`src/rtl/ps2_host_tx.sv`:
```
`default_nettype none
// +-----------------------------------------------------------------------------+
// | Module      : ps2_host_tx                                                   |
// | Description : Host-to-device PS/2 command transmitter (open-drain outputs). |
// |               Optional macro PS2_TX_GLITCH_FILTER_EN adds an 8-sample clock |
// |               stability filter.                                             |
// | Revision    : 1.0 - initial release                                         |
// +-----------------------------------------------------------------------------+
module ps2_host_tx #(
    parameter int CLK_HZ     = 50_000_000,
    parameter int INHIBIT_US = 100,
    parameter int TIMEOUT_US = 15000
) (
    input  logic       clk,
    input  logic       reset_n,
    input  logic [7:0] tx_data,
    input  logic       tx_valid,
    output logic       tx_ready,
    input  logic       ps2k_clk_in,
    input  logic       ps2k_data_in,
    output logic       ps2k_clk_oe,
    output logic       ps2k_data_oe,
    output logic       rx_inhibit,
    output logic       tx_done,
    output logic       tx_error
);

    localparam int c_CYC_PER_US = CLK_HZ / 1_000_000;
    localparam int c_INH_CYC    = c_CYC_PER_US * INHIBIT_US;
    localparam int c_TO_CYC     = c_CYC_PER_US * TIMEOUT_US;
    localparam int c_MAX_CYC    = (c_INH_CYC > c_TO_CYC) ? c_INH_CYC : c_TO_CYC;
    localparam int c_CNT_W      = (c_MAX_CYC < 1) ? 1 : $clog2(c_MAX_CYC + 1);

    localparam logic [c_CNT_W-1:0] c_INH_LD = c_CNT_W'(c_INH_CYC);
    localparam logic [c_CNT_W-1:0] c_TO_LD  = c_CNT_W'(c_TO_CYC);
    localparam logic [c_CNT_W-1:0] c_ONE    = c_CNT_W'(1);

    localparam logic [2:0] S_IDLE      = 3'd0;
    localparam logic [2:0] S_INHIBIT   = 3'd1;
    localparam logic [2:0] S_REQ       = 3'd2;
    localparam logic [2:0] S_SEND      = 3'd3;
    localparam logic [2:0] S_ACK       = 3'd4;
    localparam logic [2:0] S_WAIT_IDLE = 3'd5;

    logic [2:0]         r_state;
    logic [2:0]         w_next;
    logic               r_clk_s1;
    logic               r_clk_s2;
    logic               r_data_s1;
    logic               r_data_s2;
    logic               r_clk_prev;
    logic               w_clk_f;
    logic               w_fe;
    logic [7:0]         r_byte;
    logic               r_par;
    logic [c_CNT_W-1:0] r_cnt;
    logic [3:0]         r_bit_n;
    logic               r_data_oe;
    logic               r_tx_done;
    logic               r_tx_error;
    logic               w_done;
    logic               w_err;
    logic               w_to_active;
    logic               w_to_exp;

    // Idle-high reset values keep a spurious falling edge out of the first cycles.
    always_ff @(posedge clk) begin
        if (!reset_n) begin
            r_clk_s1  <= 1'b1;
            r_clk_s2  <= 1'b1;
            r_data_s1 <= 1'b1;
            r_data_s2 <= 1'b1;
        end else begin
            r_clk_s1  <= ps2k_clk_in;
            r_clk_s2  <= r_clk_s1;
            r_data_s1 <= ps2k_data_in;
            r_data_s2 <= r_data_s1;
        end
    end

`ifdef PS2_TX_GLITCH_FILTER_EN
    logic       r_clk_filt;
    logic [2:0] r_filt_cnt;

    // Flip only after eight consecutive samples disagree with the held level.
    always_ff @(posedge clk) begin
        if (!reset_n) begin
            r_clk_filt <= 1'b1;
            r_filt_cnt <= 3'd0;
        end else if (r_clk_s2 == r_clk_filt) begin
            r_filt_cnt <= 3'd0;
        end else if (r_filt_cnt == 3'd7) begin
            r_clk_filt <= r_clk_s2;
            r_filt_cnt <= 3'd0;
        end else begin
            r_filt_cnt <= r_filt_cnt + 3'd1;
        end
    end

    assign w_clk_f = r_clk_filt;
`else
    assign w_clk_f = r_clk_s2;
`endif

    always_ff @(posedge clk) begin
        if (!reset_n) begin
            r_clk_prev <= 1'b1;
        end else begin
            r_clk_prev <= w_clk_f;
        end
    end

    assign w_fe        = r_clk_prev & ~w_clk_f;
    assign w_to_active = (r_state == S_SEND) || (r_state == S_ACK) || (r_state == S_WAIT_IDLE);
    assign w_to_exp    = w_to_active && (r_cnt == '0) && !w_fe;

    always_ff @(posedge clk) begin
        if (!reset_n) begin
            r_state <= S_IDLE;
        end else begin
            r_state <= w_next;
        end
    end

    always_comb begin
        w_next = r_state;
        w_done = 1'b0;
        w_err  = 1'b0;
        case (r_state)
            S_IDLE: begin
                if (tx_valid) begin
                    w_next = S_INHIBIT;
                end
            end
            S_INHIBIT: begin
                if (r_cnt <= c_ONE) begin
                    w_next = S_REQ;
                end
            end
            S_REQ: begin
                w_next = S_SEND;
            end
            S_SEND: begin
                if (w_to_exp) begin
                    w_err  = 1'b1;
                    w_next = S_IDLE;
                end else if (w_fe && (r_bit_n == 4'd9)) begin
                    w_next = S_ACK;
                end
            end
            S_ACK: begin
                if (w_to_exp) begin
                    w_err  = 1'b1;
                    w_next = S_IDLE;
                end else if (w_fe) begin
                    if (r_data_s2) begin
                        w_err  = 1'b1;
                        w_next = S_IDLE;
                    end else begin
                        w_next = S_WAIT_IDLE;
                    end
                end
            end
            S_WAIT_IDLE: begin
                if (w_to_exp) begin
                    w_err  = 1'b1;
                    w_next = S_IDLE;
                end else if (w_clk_f && r_data_s2) begin
                    w_done = 1'b1;
                    w_next = S_IDLE;
                end
            end
            default: begin
                w_next = S_IDLE;
            end
        endcase
    end

    // Shared counter: inhibit time first, then the inter-edge timeout.
    always_ff @(posedge clk) begin
        if (!reset_n) begin
            r_byte     <= 8'd0;
            r_par      <= 1'b0;
            r_cnt      <= '0;
            r_bit_n    <= 4'd0;
            r_data_oe  <= 1'b0;
            r_tx_done  <= 1'b0;
            r_tx_error <= 1'b0;
        end else begin
            r_tx_done  <= w_done;
            r_tx_error <= w_err;
            case (r_state)
                S_IDLE: begin
                    if (tx_valid) begin
                        r_byte <= tx_data;
                        r_par  <= ~^tx_data;
                        r_cnt  <= c_INH_LD;
                    end
                end
                S_INHIBIT: begin
                    if (r_cnt != '0) begin
                        r_cnt <= r_cnt - c_ONE;
                    end
                end
                S_REQ: begin
                    r_cnt     <= c_TO_LD;
                    r_bit_n   <= 4'd0;
                    r_data_oe <= 1'b1;
                end
                S_SEND, S_ACK, S_WAIT_IDLE: begin
                    if (w_fe) begin
                        r_cnt <= c_TO_LD;
                    end else if (r_cnt != '0) begin
                        r_cnt <= r_cnt - c_ONE;
                    end
                    if ((r_state == S_SEND) && w_fe) begin
                        r_bit_n <= r_bit_n + 4'd1;
                        if (r_bit_n < 4'd8) begin
                            r_data_oe <= ~r_byte[r_bit_n[2:0]];
                        end else if (r_bit_n == 4'd8) begin
                            r_data_oe <= ~r_par;
                        end else begin
                            r_data_oe <= 1'b0;
                        end
                    end
                end
                default: begin
                    r_cnt <= '0;
                end
            endcase
        end
    end

    always_comb begin
        tx_ready     = (r_state == S_IDLE);
        rx_inhibit   = (r_state != S_IDLE);
        ps2k_clk_oe  = (r_state == S_INHIBIT) || (r_state == S_REQ);
        ps2k_data_oe = 1'b0;
        if (r_state == S_REQ) begin
            ps2k_data_oe = 1'b1;
        end else if (r_state == S_SEND) begin
            ps2k_data_oe = r_data_oe;
        end
        tx_done      = r_tx_done;
        tx_error     = r_tx_error;
    end

endmodule
`default_nettype wire
```
`config.mk`:
```
export PLATFORM = sky130hd
export DESIGN_NAME = ps2_host_tx
export DESIGN_NICKNAME = d
export VERILOG_FILES = /design/src/rtl/ps2_host_tx.sv
export SDC_FILE = /design/constraint.sdc
export NUM_CORES = 1
export LEC_CHECK = 0
export ABC_CLOCK_PERIOD_IN_PS = 2400
export CORE_MARGIN = 2
export CORE_UTILIZATION = 60
export CTS_BUF_LIST = sky130_fd_sc_hd__clkbuf_4
export CTS_CLUSTER_SIZE = 40
export DETAILED_ROUTE_END_ITERATION = 16
export PLACE_DENSITY_LB_ADDON = 0.2
export SYNTH_ARGS = -nofsm -noshare
export SYNTH_HDL_FRONTEND = slang
export SYNTH_SLANG_ARGS = --single-unit
```
`constraint.sdc`:
```
create_clock -name clk -period 2.4 [get_ports clk]
set_input_delay 0.72 -clock clk [delete_from_list [all_inputs] [get_ports clk]]
set_output_delay 0.72 -clock clk [all_outputs]
set_load 0.1 [all_outputs]
```
* Yosys cells after proc, flatten, opt, wreduce, memory -nomap -nowiden *
Index checks and enable logic that the tools add are counted.

cells by class
  $add $sub $neg = 2
  order comparisons = 3
  eq/ne operators = 13
  multiplexer cells = 30
  bitwise logic cells = 6
  reductions and logical operators = 21

operators by type and width
  operator                                                                      count
  20-bit case mux with 4 select lines                                           1
  20-bit 2-to-1 mux                                                             3
  3-bit 2-to-1 mux                                                              9
  20-bit by 1-bit <= comparator with 1-bit output, second input constant        1
  20-bit logical NOT                                                            1
  20-bit nonzero test                                                           1
  20-bit by 1-bit subtractor with 20-bit output, second input constant          1
  3-bit case mux with 6 select lines                                            1
  1-bit 2-to-1 mux                                                              11
  4-bit equality test, second input constant                                    2
  4-bit case mux with 2 select lines                                            1
  8-bit XNOR reduction                                                          1
  3-bit by 2-bit equality test with 1-bit output, second input constant         2
  3-bit equality test, second input constant                                    2
  2-bit inequality test, second input constant                                  3
  3-bit by 2-bit inequality test with 1-bit output, second input constant       2
  3-bit OR reduction                                                            2
  1-bit logical AND                                                             5
  1-bit NOT                                                                     5
  5-bit AND reduction                                                           1
  4-bit by 1-bit adder with 4-bit output, second input constant                 1
  3-bit by 4-bit less-than comparator with 1-bit output, second input constant  1
  4-bit less-than comparator, second input constant                             1
  4-bit 2-to-1 mux                                                              1
  12 further kinds                                                              16

word-level totals
  bits in registers = 44
  output and inout port bits = 6
  logic and storage cells = 88

* Logic depth before layout (Yosys ltp) *
  word-level depth = 7
  gate-level depth with buffers = 7
  mapped depth without buffers = 7

* Least setup slack after synthesis *
Ideal clock, no wire load.

  path type = flip-flop to output port
  from = reg r_state[2]
  to = out rx_inhibit
  arrival time = 4.214 ns
  required time = 1.680 ns
  setup slack = -2.534 ns
  cell stages (with the launch flop) = 5
  path buffers = 2
  cells stage by stage = dfxtp_1 clkbuf_1 clkbuf_1 nor3_1 inv_1

between the ends
  cells in the longest elaborated chain, start to end = 1

ends and longest elaborated chain
  item                    line  source
  start, declared         45    logic [2:0] r_state;
  start signal, assigned  121   r_state <= w_next;
  3-bit nonzero test      236   rx_inhibit = (r_state != S_IDLE);
  end, declared           23    output logic rx_inhibit,

Every way passes these cells.

* Worst setup path after layout *
  from = reg r_cnt[4]
  to = reg r_cnt[13]

between the ends
  cells in the longest elaborated chain, start to end = 4

ends and longest elaborated chain
  item                                                                                  line      source
  start, declared                                                                       56        logic [c_CNT_W-1:0] r_cnt;
  start signal, assigned                                                                197       r_cnt <= c_INH_LD;
  start signal, assigned                                                                202       r_cnt <= r_cnt - c_ONE;
  start signal, assigned                                                                206       r_cnt <= c_TO_LD;
  20-bit by 1-bit subtractor with 20-bit output or 20-bit nonzero test (tied branches)  n/a
  20-bit 2-to-1 mux *                                                                   201, 213
  20-bit 2-to-1 mux                                                                     211       if (w_fe) begin
  20-bit case mux with 4 select lines *                                                 192       case (r_state)

Mark *: on every way between the ends. The rest lies on a longest branch, timed or not.
A chain may end at the register's enable or synchronous reset.

==> results.toml <==
[status]
status = "finished, final reports clean"

[die]
die_w_um = 68.84
fp-row-count = 23
ioPinCount = 19
coreArea_um2 = 4029
fp.dieH_um = 68.84
start_util_pct = 62.61
dieArea_um2 = 4739

[grt]
antenna_found_initial = 0
busiest_layer = "met2"
use_met1_pct = 39.78
grt_pass1_wl_mm = 10.61
grtUsageTotal_pct = 30.42
met2_usage_pct = 48.32
grt_remaining_overflow = 0
grt_use_met3_pct = 6.818
grt_start_max_net_pins = 27
grt_pass1_vias = 2351

[place]
placed_area_um2 = 2945
place_congestion = 0.9499
dp_hpwl_mm = 4.907
numPortBuffers = 18

[timing]
slew_viol_final = 0
skew_ns = 0.006535
fmax_mhz = 444.1
hold_viol = 0
fin_crit_sh_pct = 93.83
rsz0062_at_grt = "false"
setup_viol = 0
worst_slew_pin_slew_ns = 0.6914
slew-limit-headroom_pct = 53.42
min_period_ns = 2.252
tns_ns = 0

[detailed_routing]
dr.pass1.iters = 5
drc = 0
wirelength_mm = 6.688
drt_iter0_markers = 196
ant_nets = 0
avgViaCountPerCell = 6.353
wl_per_cell_um = 16.51
via_count = 2573

[worst_setup_path]
crit_path_max_incr_delay_ns = 0.60
worstPathMaxFanout = 6
required_ns = 2.68
critPathLaunchType = "flip-flop"
end_kind = "flip-flop"
cp.depth = 5
critPathTopFamily = "simple AND/OR/NAND/NOR gates"
worst-r2r-cell-count = 5
arrival_ns = 2.54
worstReg2RegStart = "r_cnt[4]"
crit_slowest_cell = "or4_4"
worstPathCellList = "or4_4, or3_1, buf_4, or4_1, o211ai_1"
critical_path_buf_inv_count = 1
reg2reg_slack_ns = 0.15
r2r_end = "r_cnt[13]"
critPathKind = "reg2reg"

[min_path]
hold_start = "r_data_s1"
hold_path_depth = 1
hp-class = "reg2reg"
min_to = "r_data_s2"

[yosys]
synth.yosys.seq_area_share_pct = 34.92
synthTopCellsByArea = "dfxtp_1 35%, nand2_1 6.0%, a21oi_1 5.8%, nor3_1 3.4%, o21ai_0 3.4%"
synth_most_common_cell = "dfxtp_1"
ys_ff_latch = 44
netlist_instances = 320
avgSynthCellArea_um2 = 7.883
syn_nets = 339
ys_types = 54
synth_edf_count = 0
yosys_most_used_dff = "dfxtp_1"
synth_top_cell_area_share_pct = 34.92
yosysWarningCount = 0
async_reset_ff_share_pct = 0
synth_area_um2 = 2522
yosysTopAreaCell = "dfxtp_1"
ys_top_cells_by_count = "44 x dfxtp_1, 40 x nand2_1, 29 x a21oi_1"

[cts]
cts.sinks = 44
clk_latency_ns = 0.35
cts_hold_buf = 0
post-cts-setup-buffer-count = 0
root_buffer = "clkbuf_4"
clk_pin_slew_worst_paths_ns = 0.12
cts_buffer_depth = 2
cts_tree = "built"
htree_levels = 2
cts_buffers = 5

[cells_and_area]
multi_input_area_um2 = 1569
area_growth_pct = 19.15
diodes = 0
n_fill_cell = 337
finish.instance_area_um2 = 3005
nets = 373
drive_above_1_share_pct = 13.80
seq_area_um2 = 884.6

[run]
cap_violations = 0

[power]
p_leak_nw = 1.137
powerDensity_nw_per_um2 = 1368
irDropWorstVdd_v = 0.0008970
-- through the flow --
stage          hold slack [ns]  util (%)  instances  setup slack, ns  power [W]
2_1_floorplan           0.3863         -        320          -0.5604   0.002774
3_3_place_gp            0.3885     73.11        397           0.1127   0.003622
3_5_place_dp            0.4014     73.11        397          0.06149   0.003671
4_1_cts                 0.4302     74.53        405         0.009091   0.004043
5_1_grt                 0.4573     74.60        405          0.04460   0.004355
6_report                0.4305     74.60        405           0.1481   0.004110
-- cells by family after synthesis --
logic type	Yosys count	share of synthesized area (%)
AO/OA/AOI/OAI	84	21.13
XOR/XNOR	12	4.167
adder cells (fa/ha/maj)	6	2.976
buffers and inverters	25	3.770
flip-flops	44	34.92
multiplexers	5	2.976
AND/OR/NAND/NOR	144	30.06
-- layout make-up --
class                           count  area share [%]
Clock buffer                        7           1.749
Clock inverter                      1          0.1249
Inverter                           10           1.249
Multi-Input combinational cell    251           52.21
Sequential cell                    44           29.43
Tap cell                           50           2.082
Timing Repair Buffer               42           13.16
-- cell usage in the layout (no fill, tap or decap), drive strengths merged, types with 5 or more instances in the layout --
cell type       n
xnor2           9
and3            5
nand3          11
nor3           17
dfxtp          44
buf            30
o31ai           7
inv            10
clkdlybuf4s50  12
o21ai          19
ha              6
a21oi          29
nor2           21
or4            12
nand2          40
clkbuf          7
nor4            7
nand2b          7
or3             5
-- state kept, by name, summed over array words and instances, names as in the netlist --
signal	flops
r_par	1
tx_error	1
r_bit_n	4
r_clk_s2	1
r_byte	8
tx_done	1
r_cnt	20
r_data_oe	1
r_clk_s1	1
r_data_s2	1
r_state	3
r_clk_prev	1
r_data_s1	1
-- how the worst max path moves through the flow --
stage	startpoint	end	slack [ns]
6_report	r_cnt[4]	r_cnt[13]	0.15
2_1_floorplan	r_state[2]	rx_inhibit	-0.56
4_1_cts	r_state[0]	ps2k_clk_oe	0.009
5_1_grt	r_cnt[4]	r_cnt[0]	0.04
3_5_place_dp	tx_valid	r_cnt[15]	0.06
3_3_place_gp	tx_valid	r_cnt[11]	0.11
-- repair_timing --
action / CTS / global route
endpoints found under the hold margin: 0 / 0
gates resized for setup: 1 / 2
setup endpoints to repair: 2 / 3
-- routing by layer --
metal / share of wire, % / wire length, um / up-vias
met5: 0 / 0 / -
met4: 2.8 / 187 / 0
met3: 9.1 / 606 / 27
met2: 45 / 3016 / 129
met1: 43 / 2877 / 1172
li1: - / - / 1245
-- report_power, final --
part           total (W)  leakage (nW)  switching [W]  internal [W]
clock           0.000371        0.0338       0.000235      0.000136
sequential       0.00115         0.361       0.000234      0.000914
combinational    0.00259         0.741        0.00157       0.00102
total            0.00411          1.14        0.00204       0.00207
-- worst reg2reg max path, stage by stage (launching register included) --
cell,delay (ns)
dfxtp_1,0.37
or4_4,0.60
or3_1,0.43
buf_4,0.18
or4_1,0.48
o211ai_1,0.11
Note: power is estimated with default switching activity, not from simulation.
